<file path="config.mk">
export PLATFORM = sky130hd
export DESIGN_NAME = branch_resolve_unit
export DESIGN_NICKNAME = d
export VERILOG_FILES = /design/src/rtl/branch_resolve_unit.sv
export SDC_FILE = /design/constraint.sdc
export NUM_CORES = 1
export LEC_CHECK = 0
export CORE_MARGIN = 2
export CORE_UTILIZATION = 42
export CTS_CLUSTER_DIAMETER = 100
export CTS_CLUSTER_SIZE = 8
export DETAILED_ROUTE_END_ITERATION = 10
export GPL_TIMING_DRIVEN = 0
export HOLD_SLACK_MARGIN = 0.12
export PLACE_DENSITY_LB_ADDON = 0.25
export SLEW_MARGIN = 20
export SYNTH_ARGS = -nofsm -noshare
export SYNTH_HDL_FRONTEND = slang
export SYNTH_SLANG_ARGS = --single-unit
</file>
<file path="constraint.sdc">
create_clock -name clk -period 3.1 [get_ports clk]
set_input_delay 0.31 -clock clk [delete_from_list [all_inputs] [get_ports clk]]
set_output_delay 0.31 -clock clk [all_outputs]
set_load 0.02 [all_outputs]
</file>
<file path="src/rtl/branch_resolve_unit.sv">
// -----------------------------------------------------------------------------
// branch_resolve_unit
//   Execute-stage jump resolution. Holds the condition-code register (FLAG_W
//   flags), an interrupt shadow copy of it, and a two-state flush sequencer
//   that squashes younger stages for FLUSH_CYCLES unstalled cycles after a
//   taken jump.
//
//   Ports
//     clk, reset_n    rising-edge clock, asynchronous active-low reset
//     flag_wr_en      ALU flag update strobe, new values on flag_in
//     flag_save       interrupt entry: copy effective flags to the shadow
//     flag_restore    return from interrupt: load flags from the shadow
//     br_valid        jump instruction present in execute
//     br_uncond       unconditional jump (flags ignored)
//     br_polarity     0: jump if the tested flag is set, 1: if it is clear
//     br_sel          index of the tested flag
//     br_target       jump destination
//     stall           freezes jump evaluation and the flush counter
//     flags           current CCR
//     jump_taken      registered one-cycle pulse, jump_pc valid with it
//     jump_pc         registered jump target
//     flush           high while the sequencer is in FLUSH
// -----------------------------------------------------------------------------

// One CCR bit with its shadow copy. The effective value forwards a same-cycle
// restore or ALU write so that a jump in this cycle sees it.
module brf_flag_bit (
   input  logic clk,
   input  logic reset_n,
   input  logic wr_en_i,
   input  logic flag_i,
   input  logic save_i,
   input  logic restore_i,
   input  logic clr_i,
   output logic eff_o,
   output logic flag_o
);

   logic flag_q, flag_d;
   logic shadow_q, shadow_d;

   always_comb begin
      eff_o    = restore_i ? shadow_q : (wr_en_i ? flag_i : flag_q);
      flag_d   = eff_o & ~clr_i;
      // restore wins over a simultaneous save; shadow keeps its old value
      shadow_d = (save_i & ~restore_i) ? eff_o : shadow_q;
   end

   always_ff @(posedge clk or negedge reset_n) begin
      if (!reset_n) begin
         flag_q   <= 1'b0;
         shadow_q <= 1'b0;
      end else begin
         flag_q   <= flag_d;
         shadow_q <= shadow_d;
      end
   end

   assign flag_o = flag_q;

endmodule

module branch_resolve_unit #(
   parameter int FLAG_W        = 3,
   parameter int SEL_W         = 2,
   parameter int ADDR_W        = 16,
   parameter int FLUSH_CYCLES  = 2,
   parameter bit CLEAR_ON_TAKE = 1'b1
) (
   input  logic              clk,
   input  logic              reset_n,
   input  logic              flag_wr_en,
   input  logic [FLAG_W-1:0] flag_in,
   input  logic              flag_save,
   input  logic              flag_restore,
   input  logic              br_valid,
   input  logic              br_uncond,
   input  logic              br_polarity,
   input  logic [SEL_W-1:0]  br_sel,
   input  logic [ADDR_W-1:0] br_target,
   input  logic              stall,
   output logic [FLAG_W-1:0] flags,
   output logic              jump_taken,
   output logic [ADDR_W-1:0] jump_pc,
   output logic              flush
);

   localparam int CNT_W = (FLUSH_CYCLES > 1) ? $clog2(FLUSH_CYCLES) : 1;

   typedef enum logic {S_IDLE, S_FLUSH} state_t;

   typedef struct packed {
      logic              valid;
      logic              uncond;
      logic              polarity;
      logic [SEL_W-1:0]  sel;
      logic [ADDR_W-1:0] target;
   } br_req_t;

   br_req_t           req;
   logic [FLAG_W-1:0] eff;
   logic [FLAG_W-1:0] clr_mask;
   logic              sel_ok;
   logic              tested;
   logic              cond;
   logic              take;
   logic              clr_en;

   state_t            state_q, state_d;
   logic [CNT_W-1:0]  cnt_q, cnt_d;
   logic              jt_q, jt_d;
   logic [ADDR_W-1:0] pc_q, pc_d;

   assign req = '{valid:    br_valid,
                  uncond:   br_uncond,
                  polarity: br_polarity,
                  sel:      br_sel,
                  target:   br_target};

   // ---------------------------------------------------------------- CCR bits
   brf_flag_bit u_bit [FLAG_W-1:0] (
      .clk       (clk),
      .reset_n   (reset_n),
      .wr_en_i   (flag_wr_en),
      .flag_i    (flag_in),
      .save_i    (flag_save),
      .restore_i (flag_restore),
      .clr_i     (clr_mask),
      .eff_o     (eff),
      .flag_o    (flags)
   );

   // ------------------------------------------------------------- condition
   // Out-of-range selects leave sel_ok low, so a conditional jump on a
   // non-existent flag is never taken regardless of polarity.
   always_comb begin
      sel_ok = 1'b0;
      tested = 1'b0;
      for (int i = 0; i < FLAG_W; i++) begin
         if (req.sel == SEL_W'(i)) begin
            sel_ok = 1'b1;
            tested = eff[i];
         end
      end
   end

   assign cond   = req.uncond | (sel_ok & (tested ^ req.polarity));
   assign take   = req.valid & cond & (state_q == S_IDLE) & ~stall;
   assign clr_en = CLEAR_ON_TAKE & take & ~req.uncond & ~req.polarity;

   always_comb begin
      clr_mask = '0;
      for (int i = 0; i < FLAG_W; i++)
         clr_mask[i] = clr_en & (req.sel == SEL_W'(i));
   end

   // ------------------------------------------------------- flush sequencer
   always_comb begin
      state_d = state_q;
      cnt_d   = cnt_q;
      jt_d    = 1'b0;
      pc_d    = pc_q;
      case (state_q)
         S_IDLE: begin
            if (take) begin
               jt_d    = 1'b1;
               pc_d    = req.target;
               cnt_d   = CNT_W'(FLUSH_CYCLES - 1);
               state_d = S_FLUSH;
            end
         end
         S_FLUSH: begin
            // jumps arriving here belong to squashed instructions
            if (!stall) begin
               if (cnt_q == '0) state_d = S_IDLE;
               else             cnt_d   = cnt_q - 1'b1;
            end
         end
         default: state_d = S_IDLE;
      endcase
   end

   always_ff @(posedge clk or negedge reset_n) begin
      if (!reset_n) begin
         state_q <= S_IDLE;
         cnt_q   <= '0;
         jt_q    <= 1'b0;
         pc_q    <= '0;
      end else begin
         state_q <= state_d;
         cnt_q   <= cnt_d;
         jt_q    <= jt_d;
         pc_q    <= pc_d;
      end
   end

   assign jump_taken = jt_q;
   assign jump_pc    = pc_q;
   assign flush      = (state_q == S_FLUSH);

endmodule

</file>
**Word level (Yosys, flattened, before mapping)**

Index checks and enable logic that the tools add are counted.

- Register bits after elaboration: 25
- Bits in latches: 0
- Memory bits (writable): 0
- Bits in read-only memories: 0
- Word-level logic and storage cells: 62
- Memories kept: 0

- $add $sub $neg: 1
- $mul: 0
- Divide/modulo/power cells: 0
- $lt $le $gt $ge: 0
- Equality and inequality tests: 4
- Shift operators: 0
- Mux-type cells: 21
- Bitwise gates (word level): 23
- Reduce and logical (&&, ||, !) cells: 3

Operators with widths:

| cell | number |
|---|---|
| 1-bit 2-to-1 mux | 19 |
| 1-bit bitwise AND | 13 |
| 1-bit NOT | 8 |
| 2-bit != test, second input constant | 2 |
| 1-bit case mux with 2 select lines | 2 |
| 2-bit AND reduction | 2 |
| 2-bit by 1-bit == test with 1-bit output, second input constant | 1 |
| 2-bit == test, second input constant | 1 |
| 2-bit zero test | 1 |
| 1-bit OR | 1 |
| 1-bit subtractor, second input constant | 1 |
| 1-bit XOR | 1 |

**Depth between registers and ports, before layout**

Gate-level depths: netlist of run 1.

- Word-level depth: 16
- Gate-level depth with buffers: 8
- Mapped depth without buffers: 5

**By module**

A second synthesis of run 1 with hierarchy kept.

- Cells, all modules: 87
- Area, all modules: 1,166.1 um^2

Modules (own cells, without submodules):

| module | instances | cells an instance | area each (um^2) | seq. area each (um^2) |
|---|---|---|---|---|
| branch_resolve_unit | 1 | 57 | 839.6 | 475.5 |
| brf_flag_bit | 3 | 10 | 108.9 | 50.0 |

**Least setup slack after synthesis of run 1**

No wires, ideal clock.

- Kind: reg-to-reg
- Start point: register u_bit[0].flag_q
- End point: register pc_q[13] (netlist: jump_pc[13])
- Arrival: 2.083 ns
- Required time: 2.975 ns
- Slack: 0.892 ns
- Stages on the path, launching flop included: 8
- Path buffers: 2
- Period minus slack after synthesis: 2.208 ns
- Cell sequence: dfrtp_1 mux2i_1 mux2_4 a2111oi_2 o311a_1 buf_6 buf_12 mux2_4

- Longest elaborated chain between the ends: 12

Ends and longest elaborated chain:

| what | line | source |
|---|---|---|
| from (decl) | 39 | `logic flag_q, flag_d;` |
| from (signal assigned) | 54 | `flag_q <= flag_d;` |
| 1-bit 2-to-1 mux (2 in a row) | 43 | `eff_o = restore_i ? shadow_q : (wr_en_i ? flag_i : flag_q);` |
| 1-bit 2-to-1 mux (3 in a row) | 140 | `if (req.sel == SEL_W'(i)) begin` |
| 1-bit XOR | 147 | `assign cond = req.uncond \| (sel_ok & (tested ^ req.polarity));` |
| 1-bit bitwise AND | 147 |  |
| 1-bit OR | 147 |  |
| 1-bit bitwise AND (3 in a row) | 148 | `assign take = req.valid & cond & (state_q == S_IDLE) & ~stall;` |
| 2-bit AND reduction (no line) | - |  |
| to (signal assigned) | 193 | `pc_q <= pc_d;` |
| to (decl) | 112 | `logic [ADDR_W-1:0] pc_q, pc_d;` |

No other way between the ends.
A chain may end at the register's enable or synchronous reset.

**Worst setup path in the final report of run 1**

- Start point: input port flag_wr_en
- End point: register pc_q[4] (netlist: jump_pc[4])

- Longest elaborated chain between the ends: 12
- Elaborated cells on any way between the ends: 16
- Classes of those cells: mux: 9; bitwise: 6; reduce/logical: 1

Ends and longest elaborated chain:

| what | line | source |
|---|---|---|
| from (decl) | 72 | `input logic flag_wr_en,` |
| 1-bit 2-to-1 mux (2 in a row) | 43 |  |
| 1-bit 2-to-1 mux (2 in a row) | 140 |  |
| 1-bit 2-to-1 mux (*) | 140 |  |
| 1-bit XOR (*) | 147 |  |
| 1-bit bitwise AND (*) | 147 |  |
| 1-bit OR (*) | 147 |  |
| 1-bit bitwise AND (*) (3 in a row) | 148 |  |
| 2-bit AND reduction (no line) (*) | - |  |

Every way passes the cells marked *; elsewhere a longest branch is shown, timed or not.

==> results.txt, run 1 <==
Antenna cells: 0
# Post-CTS Setup Buffers: 0
Skew final: 0.00846 ns
Cts repair resizes: 0
Port Buf Inserts: 50
Post-synthesis area per instance: 12.8 µm²
Clock root buffer: clkbuf_4
Period Utilization, post-route: 87.4%
Status: completed
Worst slack at placement: 0.0534 ns
Final Hold Viols: 0
DR DRC count: 0
# fillers: 234
CTS Sinks: 25
Pwr per Cell Area: 763 nW/µm²
Endpoint class of the critical path: flop
Static Leak: 0.763 nW
DR pass1 iterations: 4
CTS Hold Bufs: 0
Number of CTS-inserted buffers: 3
Largest net degree at the start of global routing: 26
Crit path time final: 2.71 ns
Drt initial violations: 20
Synth warn: 0
Initial antenna violation count: 0
Critical-path cell list: clkdlybuf4s50_1, mux2i_1, mux2_4, a2111oi_2, o311a_1, buf_6, buf_12, mux2_4
Vias per Instance: 5.18
Fmax achieved: 369 MHz
Reg clk slew, reported paths: 0.14 ns
Worst EP required: 3.31 ns
Yosys cell types: 29
Worst vdd ir: 0.684 mV
RR Startpoint: u_bit[0].flag_o
GRT Util Overall: 17.2%
Avg WL per Cell: 14.6 µm
Die ar.: 3320 µm²
Row count: 19
R2R cell count: 7
CP max stage cell: clkdlybuf4s50_1
Area growth syn-to-layout: 47.4%
Cells after synthesis: 94
Worst-Margin Slew: 0.535 ns
Worst setup path class: input port to flop
DRT antenna net count: 0
Initial Util: 44.1%
Share of layout cells above drive strength 1: 20.1%
Global route overflow: 0
Setup violators final: 0
R2R Setup Slk: 0.62 ns
Setup crit start: flag_wr_en
Hold_ws: 0.486 ns
Syn nets: 124
Met2 global-route usage: 28.9%
#FFs+latches synth: 25
Post-synthesis sequential area ratio: 51.9%
Kind of start point of the critical path: input port
First-pass GRT wire length: 4440 µm
Die Wd: 57.6 µm
Dpl cell area: 1750 µm²
GR Util met3: 6.35%
Fin Setup TNS: 0 ns
Vias in the first global route: 950
Worst r2r dst: jump_pc[4]
Most Frequent Cell on Critical Path: mux2_4
Crit Path Max Fanout: 10
Post-Syn Area: 1210 µm²
Max-slew violation count: 0
Placed wire-length estimate: 2000 µm
Total number of vias: 932
Worst min-delay path class: input port to asynchronous set/reset pin
Grt met1 use: 22.0%
# H-tree levels: 1
CTS tree: done
Total wire length: 2630 µm
Die Span Y: 57.6 µm
GRT busiest layer: met2
Unrepaired setup endpoints after global routing: no
CTS Buffer Depth: 2
Worst Path Arrival: 2.92 ns
Total Nets Final: 180
Worst setup margin: 0.390 ns
Commonest non-fill, non-tap cell in the layout: clkdlybuf4s50_1
CP max stage delay: 0.56 ns
Crit path to: jump_pc[4]
Core area: 2730 µm²
Worst slew margin: 64.3%
Commonest non-fill, non-tap cells in the layout: clkdlybuf4s50_1, dfrtp_1, mux2_2
RD Place Congestion: 0.807
Clock Latency Late Sink: 0.31 ns
Layout Cell Area excl Fill: 1780 µm²
Max-cap violation count: 0
Io pins: 51
## final cells by class
| class | count | area [µm²] | share of cell area, % |
|---|---|---|---|
| buffer | 8 | 67.6 | 3.80 |
| timing repair buffer | 51 | 505 | 28.4 |
| sequential | 25 | 626 | 35.2 |
| multi-input combinational | 60 | 509 | 28.6 |
| clock buffer | 3 | 22.5 | 1.27 |
| tap | 31 | 38.8 | 2.18 |
| inverter | 1 | 3.75 | 0.211 |
| clock inverter | 1 | 5.00 | 0.281 |
## per-stage QoR
stage / cells / utilization (%) / total power [mW]
finish: 180 / 65.0 / 1.36
CTS: 179 / 64.9 / 1.37
global route: 180 / 65.0 / 1.44
floorplan: 94 / - / 0.891
detailed placement: 175 / 63.8 / 1.23
global placement: 175 / 63.8 / 1.20
## report_power, final
part	internal (mW)	leakage, nW	switching, mW
combinational	0.386	0.445	0.295
sequential	0.457	0.300	0.0751
clock	0.0482	0.0177	0.0939
total	0.892	0.763	0.464
## cells in the mapped netlist
cell,n,area [µm²]
o311a_1,1,10.0
nor3b_1,1,7.51
a2111oi_2,1,15.0
nor4bb_1,2,20.0
a31oi_1,1,6.26
buf_2,2,10.0
xor2_1,1,8.76
buf_12,1,20.0
o211ai_1,1,7.51
nand2b_1,2,12.5
a21o_1,1,7.51
mux2_2,9,101
nor4_1,1,6.26
nand2_1,7,26.3
mux2_4,8,120
buf_1,1,3.75
nand3b_1,1,7.51
dfrtp_1,25,626
inv_1,1,3.75
a21oi_1,4,20.0
nor2_1,3,11.3
mux2i_1,6,60.1
nand4b_1,1,8.76
or3b_1,1,8.76
o21ai_0,5,25.0
nor3_1,2,10.0
buf_4,3,22.5
nor4b_1,1,8.76
buf_6,1,11.3
## kinds of logic after synthesis
family	after synthesis	synth area share (%)
flops	25	51.9
simple gates	22	10.6
buf+inv	9	5.91
xor+xnor	1	0.726
mux	23	23.3
compound gates	14	7.57
## flip-flops by register name (all words and copies together), names as in the netlist
signal          count
cnt_q               1
u_bit.flag_o        3
u_bit.shadow_q      3
flush               1
jump_pc            16
jump_taken          1
## worst max-delay path: cells and delay by family
kind                   cells  cell delay (ns)
muxes                      3             1.01
buffers and inverters      3             0.87
AOI/OAI and AO/OA          2             0.73
## worst min-delay path by stage
stage                 start    endpoint
floorplan           reset_n       cnt_q
global placement      cnt_q       cnt_q
detailed placement    cnt_q       cnt_q
CTS                   cnt_q       cnt_q
global route        reset_n  jump_pc[7]
finish              reset_n  jump_pc[7]
## metal layers
layer / vias to the layer above / wire length, µm
li1: 448 / -
met1: 447 / 1070
met2: 35 / 1350
met3: 2 / 191
met4: 0 / 14
met5: - / 0
No activity file was read; power rests on OpenSTA's default activity.
==> run 2: changes to the inputs <==
--- a/config.mk
+++ b/config.mk
@@ -5,6 +5,7 @@
 export SDC_FILE = /design/constraint.sdc
 export NUM_CORES = 1
 export LEC_CHECK = 0
+export CAP_MARGIN = 10
 export CORE_MARGIN = 2
 export CORE_UTILIZATION = 42
 export CTS_CLUSTER_DIAMETER = 100
@@ -12,6 +13,7 @@
 export DETAILED_ROUTE_END_ITERATION = 10
 export GPL_TIMING_DRIVEN = 0
 export HOLD_SLACK_MARGIN = 0.12
+export MAX_ROUTING_LAYER = met4
 export PLACE_DENSITY_LB_ADDON = 0.25
 export SLEW_MARGIN = 20
 export SYNTH_ARGS = -nofsm -noshare
==> results.txt, run 2 (same netlist as run 1, synthesis figures left out) <==
CTS Buffer Depth: 2 (unchanged)
CTS tree: done
Int Pwr: 892 µW (about the same)
DR DRC count: 0 (unchanged)
Total wire length: 2650 µm (+0.80%)
Crit path time final: 2.71 ns (-0.00300 ns)
Worst Path Arrival: 2.92 ns (about the same)
Crit Path Max Fanout: 10 (unchanged)
Placed wire-length estimate: 2000 µm (unchanged)
Core area: 2730 µm² (unchanged)
Die Wd: 57.6 µm (unchanged)
Net Sw Power: 466 µW (+0.48%)
RD Place Congestion: 0.819 (+1.5%)
Metal-1 WL: 1130 µm (+4.9%)
Clock share of power: 10.5% (about the same)
Commonest non-fill, non-tap cells in the layout: clkdlybuf4s50_1, dfrtp_1, mux2_2
Setup violators final: 0 (unchanged)
Total Nets Final: 180 (unchanged)
DRT antenna net count: 0 (unchanged)
Routed met3 length: 162 µm (-15%)
Largest net degree at the start of global routing: 26 (unchanged)
# H-tree levels: 1 (unchanged)
Clock root buffer: clkbuf_4
Antenna cells: 0 (unchanged)
WL met2: 1340 µm (-0.22%)
Worst setup path class: input port to flop
Share of layout cells above drive strength 1: 20.1% (unchanged)
CTS Sinks: 25 (unchanged)
Worst slew margin: 64.3% (about the same)
CTS Hold Bufs: 0 (unchanged)
Skew final: 0.00983 ns (+0.00137 ns)
Io pins: 51 (unchanged)
Row count: 19 (unchanged)
Period Utilization, post-route: 87.3% (-0.097 points)
Avg WL per Cell: 14.7 µm (+0.80%)
Status: completed
Final Hold Viols: 0 (unchanged)
Max-cap violation count: 0 (unchanged)
Vias in the first global route: 944 (-0.63%)
Clock Latency Late Sink: 0.32 ns (about the same)
Worst slack at placement: 0.0534 ns (unchanged)
Endpoint class of the critical path: flop
Worst EP required: 3.31 ns (about the same)
Number of CTS-inserted buffers: 3 (unchanged)
Worst setup margin: 0.393 ns (+0.00300 ns)
Worst vdd ir: 0.686 mV (+0.34%)
Area growth syn-to-layout: 47.4% (unchanged)
Drt initial violations: 16 (-20%)
Die ar.: 3320 µm² (unchanged)
Total number of vias: 936 (+0.43%)
First-pass GRT wire length: 4450 µm (+0.32%)
Most Frequent Cell on Critical Path: mux2_4
Unrepaired setup endpoints after global routing: no
Max-slew violation count: 0 (unchanged)
Reg clk slew, reported paths: 0.14 ns (about the same)
GRT Util Overall: 17.8% (+0.58 points)
Worst min-delay path class: input port to asynchronous set/reset pin
Global route overflow: 0 (unchanged)
DR top layer: met4
Fmax achieved: 369 MHz (+0.11%)
CP max stage delay: 0.56 ns (about the same)
Kind of start point of the critical path: input port
Seq pwr share: 39.3% (about the same)
Static Leak: 0.763 nW (unchanged)
Die Span Y: 57.6 µm (unchanged)
Initial antenna violation count: 0 (unchanged)
Vias per Instance: 5.20 (+0.43%)
CP max stage cell: clkdlybuf4s50_1
Pwr per Cell Area: 764 nW/µm² (+0.17%)
Worst-Margin Slew: 0.535 ns (-0.000217 ns)
DR pass1 iterations: 2 (-2)
Critical-path cell list: clkdlybuf4s50_1, mux2i_1, mux2_4, a2111oi_2, o311a_1, buf_6, buf_12, mux2_4
Fin Setup TNS: 0 ns (unchanged)
Logic pwr share: 50.2% (about the same)
Initial Util: 44.1% (unchanged)
Cts repair resizes: 0 (unchanged)
# Post-CTS Setup Buffers: 0 (unchanged)
Sw Ratio: 34.3% (+0.11 points)
Max reg flops: 16 (unchanged)
Port Buf Inserts: 50 (unchanged)
Commonest non-fill, non-tap cell in the layout: clkdlybuf4s50_1
==> run 2: layout make-up <==
| cell class | instances | area, µm² |
|---|---|---|
| sequential | 25 | 626 |
| inverter | 1 | 3.75 |
| fill | 234 | 956 |
| clock inverter | 1 | 5.00 |
| multi-input combinational | 60 | 509 |
| tap | 31 | 38.8 |
| timing repair buffer | 51 | 505 |
| buffer | 8 | 67.6 |
| clock buffer | 3 | 22.5 |
==> run 2: final timing paths <==
kind,endpoint,start,slack [ns],cells past startpoint
setup / recovery,jump_pc[4],flag_wr_en,0.39,8
hold / removal,jump_pc[7],reset_n,0.48,2
setup reg to reg,jump_pc[4],u_bit[0].flag_o,0.62,7
hold reg to reg,cnt_q,cnt_q,0.50,1
max in group asynchronous,jump_pc[9],reset_n,2.25,2
min in group clk,cnt_q,cnt_q,0.50,1
==> run 2: worst max-delay path: cells and delay by family <==
family / cells / cell delay (ns)
compound gates: 2 / 0.73
buf+inv: 3 / 0.87
mux: 3 / 1.01
==> run 2: power by group through the flow <==
| stage | Sequential, mW | Clock, mW | Combinational, mW |
|---|---|---|---|
| 3_3_place_gp | 0.529 | 0 | 0.673 |
| 5_1_grt | 0.552 | 0.165 | 0.721 |
| 4_1_cts | 0.535 | 0.148 | 0.690 |
| 3_5_place_dp | 0.542 | 0 | 0.684 |
| 6_report | 0.534 | 0.143 | 0.682 |
| 2_1_floorplan | 0.674 | 0 | 0.216 |
==> run 2: layer usage <==
metal	vias to the layer above	track usage [%]
met5	-	-
met4	0	1.99
met3	2	5.67
met2	34	29.1
met1	453	22.5
li1	447	-
==> run 2: stage by stage <==
stage	power [mW]	util [%]	std cells	instance area (µm²)	hold WS [ns]
finish	1.36	65.0	180	1780	0.485
global route	1.44	65.0	180	1780	0.512
CTS	1.37	64.9	179	1770	0.498
detailed placement	1.23	63.8	175	1750	0.462
global placement	1.20	63.8	175	1750	0.454
floorplan	0.891	-	94	1210	0.0144
==> run 3: changes to the inputs <==
--- a/config.mk
+++ b/config.mk
@@ -7,10 +7,12 @@
 export LEC_CHECK = 0
 export CAP_MARGIN = 10
 export CORE_MARGIN = 2
-export CORE_UTILIZATION = 42
+export CORE_UTILIZATION = 55
 export CTS_CLUSTER_DIAMETER = 100
 export CTS_CLUSTER_SIZE = 8
 export DETAILED_ROUTE_END_ITERATION = 10
+export DONT_BUFFER_PORTS = 1
+export GPL_ROUTABILITY_DRIVEN = 1
 export GPL_TIMING_DRIVEN = 0
 export HOLD_SLACK_MARGIN = 0.12
 export MAX_ROUTING_LAYER = met4
==> results.txt, run 3 (same netlist as run 1, synthesis figures left out) <==
Post-layout util: 68.9% (+3.8 points)
Max reg flops: 16 (unchanged)
Layout Cell Area excl Fill: 1390 µm² (-22%)
Global route overflow: 0 (unchanged)
Status: completed
# H-tree levels: 1 (unchanged)
Die Span Y: 50.8 µm (-12%)
Area growth syn-to-layout: 15.5%
Clock root buffer: clkbuf_4
Pwr per Cell Area: 777 nW/µm² (+1.8%)
Fmax achieved: 410 MHz (+11%)
Crit path time final: 2.44 ns (-0.269 ns)
Kind of start point of the critical path: flop
Die Wd: 50.8 µm (-12%)
Worst min-delay path class: input port to flop
RD Place Congestion: 0.838 (+2.4%)
Avg WL per Cell: 15.7 µm (+7.0%)
Setup violators final: 0 (unchanged)
Skew final: 0.00279 ns (-0.00704 ns)
Fin Setup TNS: 0 ns (unchanged)
First-pass GRT wire length: 3420 µm (-23%)
Commonest non-fill, non-tap cell in the layout: dfrtp_1
Vias per Instance: 5.54 (+6.6%)
DR DRC count: 0 (unchanged)
Worst vdd ir: 0.596 mV (-13%)
Crit Path Max Fanout: 10 (unchanged)
Reg clk slew, reported paths: 0.12 ns (-0.02 ns)
Most Frequent Cell on Critical Path: mux2_4
Row count: 16 (-3)
Clock Latency Late Sink: 0.30 ns (-0.02 ns)
Total Nets Final: 142 (-21%)
Cell Count, Final, Fillers Out: 138 (-23%)
DRT antenna net count: 0 (unchanged)
Die ar.: 2580 µm² (-22%)
Number of CTS-inserted buffers: 3 (unchanged)
Unrepaired setup endpoints after global routing: no
Antenna cells: 0 (unchanged)
Port Buf Inserts: 0 (-100%)
CTS Buffer Depth: 2 (unchanged)
Initial Util: 59.7% (+16 points)
Worst slew margin: 64.6% (+0.25 points)
# Post-CTS Setup Buffers: 0 (unchanged)
Final Hold Viols: 0 (unchanged)
Cts repair resizes: 0 (unchanged)
CTS Hold Bufs: 2 (+2)
Initial antenna violation count: 0 (unchanged)
CP max stage cell: a2111oi_2
Core area: 2020 µm² (-26%)
Worst EP required: 3.30 ns (about the same)
Period Utilization, post-route: 78.7% (-8.7 points)
Total wire length: 2170 µm (-18%)
CP max stage delay: 0.45 ns (-0.11 ns)
Io pins: 51 (unchanged)
Largest net degree at the start of global routing: 26 (unchanged)
CTS Sinks: 25 (unchanged)
Endpoint class of the critical path: flop
Total number of vias: 765 (-18%)
Dpl cell area: 1240 µm² (-29%)
Placed wire-length estimate: 1590 µm (-20%)
Max-slew violation count: 0 (unchanged)
Share of layout cells above drive strength 1: 27.0% (+6.9 points)
Dpl cells: 121 (-31%)
Static Leak: 0.618 nW (-19%)
Commonest non-fill, non-tap cells in the layout: dfrtp_1, dlygate4sd3_1, mux2_2
Hold_ws: 0.147 ns (-0.338 ns)
CTS tree: done
Worst setup path class: flop to flop
Vias in the first global route: 763 (-19%)
GRT Util Overall: 18.3% (+0.51 points)
DR pass1 iterations: 4 (+2)
Critical-path cell list: mux2i_1, mux2_4, a2111oi_2, o311a_1, buf_6, buf_12, mux2_4
Drt initial violations: 11 (-5)
Worst-Margin Slew: 0.531 ns (-0.00380 ns)
Max-cap violation count: 0 (unchanged)
Worst Path Arrival: 2.64 ns (-0.28 ns)
## run 3: layer usage
metal / GRT usage [%] / wire length [µm] / share of wire (%) / up-vias
li1: - / - / - / 367
met1: 21.9 / 854 / 39 / 359
met2: 30.9 / 1160 / 53 / 37
met3: 6.43 / 153 / 7.0 / 2
met4: 2.70 / 9 / 0.41 / 0
met5: - / 0 / 0 / -
## run 3: final timing paths
check                                 from                 to  slack [ns]  depth (start not counted)
max in group asynchronous          reset_n         jump_pc[1]        2.22                          2
max reg2reg                u_bit[0].flag_o        jump_pc[14]        0.66                          7
min reg2reg                          cnt_q              cnt_q        0.50                          1
max                        u_bit[0].flag_o        jump_pc[14]        0.66                          7
min                           br_target[0]         jump_pc[0]        0.15                          1
min in group asynchronous          reset_n  u_bit[0].shadow_q        0.53                          2
## run 3: where the power goes
part / total [mW] / switching, mW / internal [mW]
clock network: 0.135 / 0.0871 / 0.0481
registers: 0.691 / 0.234 / 0.457
logic: 0.256 / 0.0893 / 0.167
## run 3: layout make-up
class                      instances  area (µm²)
sequential                        25         626
fill                             159         629
timing repair buffer              13         125
inverter                           1        3.75
clock inverter                     1        5.00
multi-input combinational         60         509
tap                               27        33.8
buffer                             8        67.6
clock buffer                       3        22.5
## run 3: metrics by stage
| stage | total power [mW] | worst slack [ns] |
|---|---|---|
| after floorplan | 0.891 | 0.892 |
| after global placement | 0.929 | 0.656 |
| after detailed placement | 0.941 | 0.651 |
| final | 1.08 | 0.662 |
| after global routing | 1.15 | 0.552 |
| after CTS | 1.09 | 0.629 |
## run 3: critical path: cells and delay by family (launching register included)
kind,cells,cell delay [ns]
AO/OA/AOI/OAI,2,0.71
buffers and inverters,2,0.31
flip-flops,1,0.40
multiplexers,3,0.92
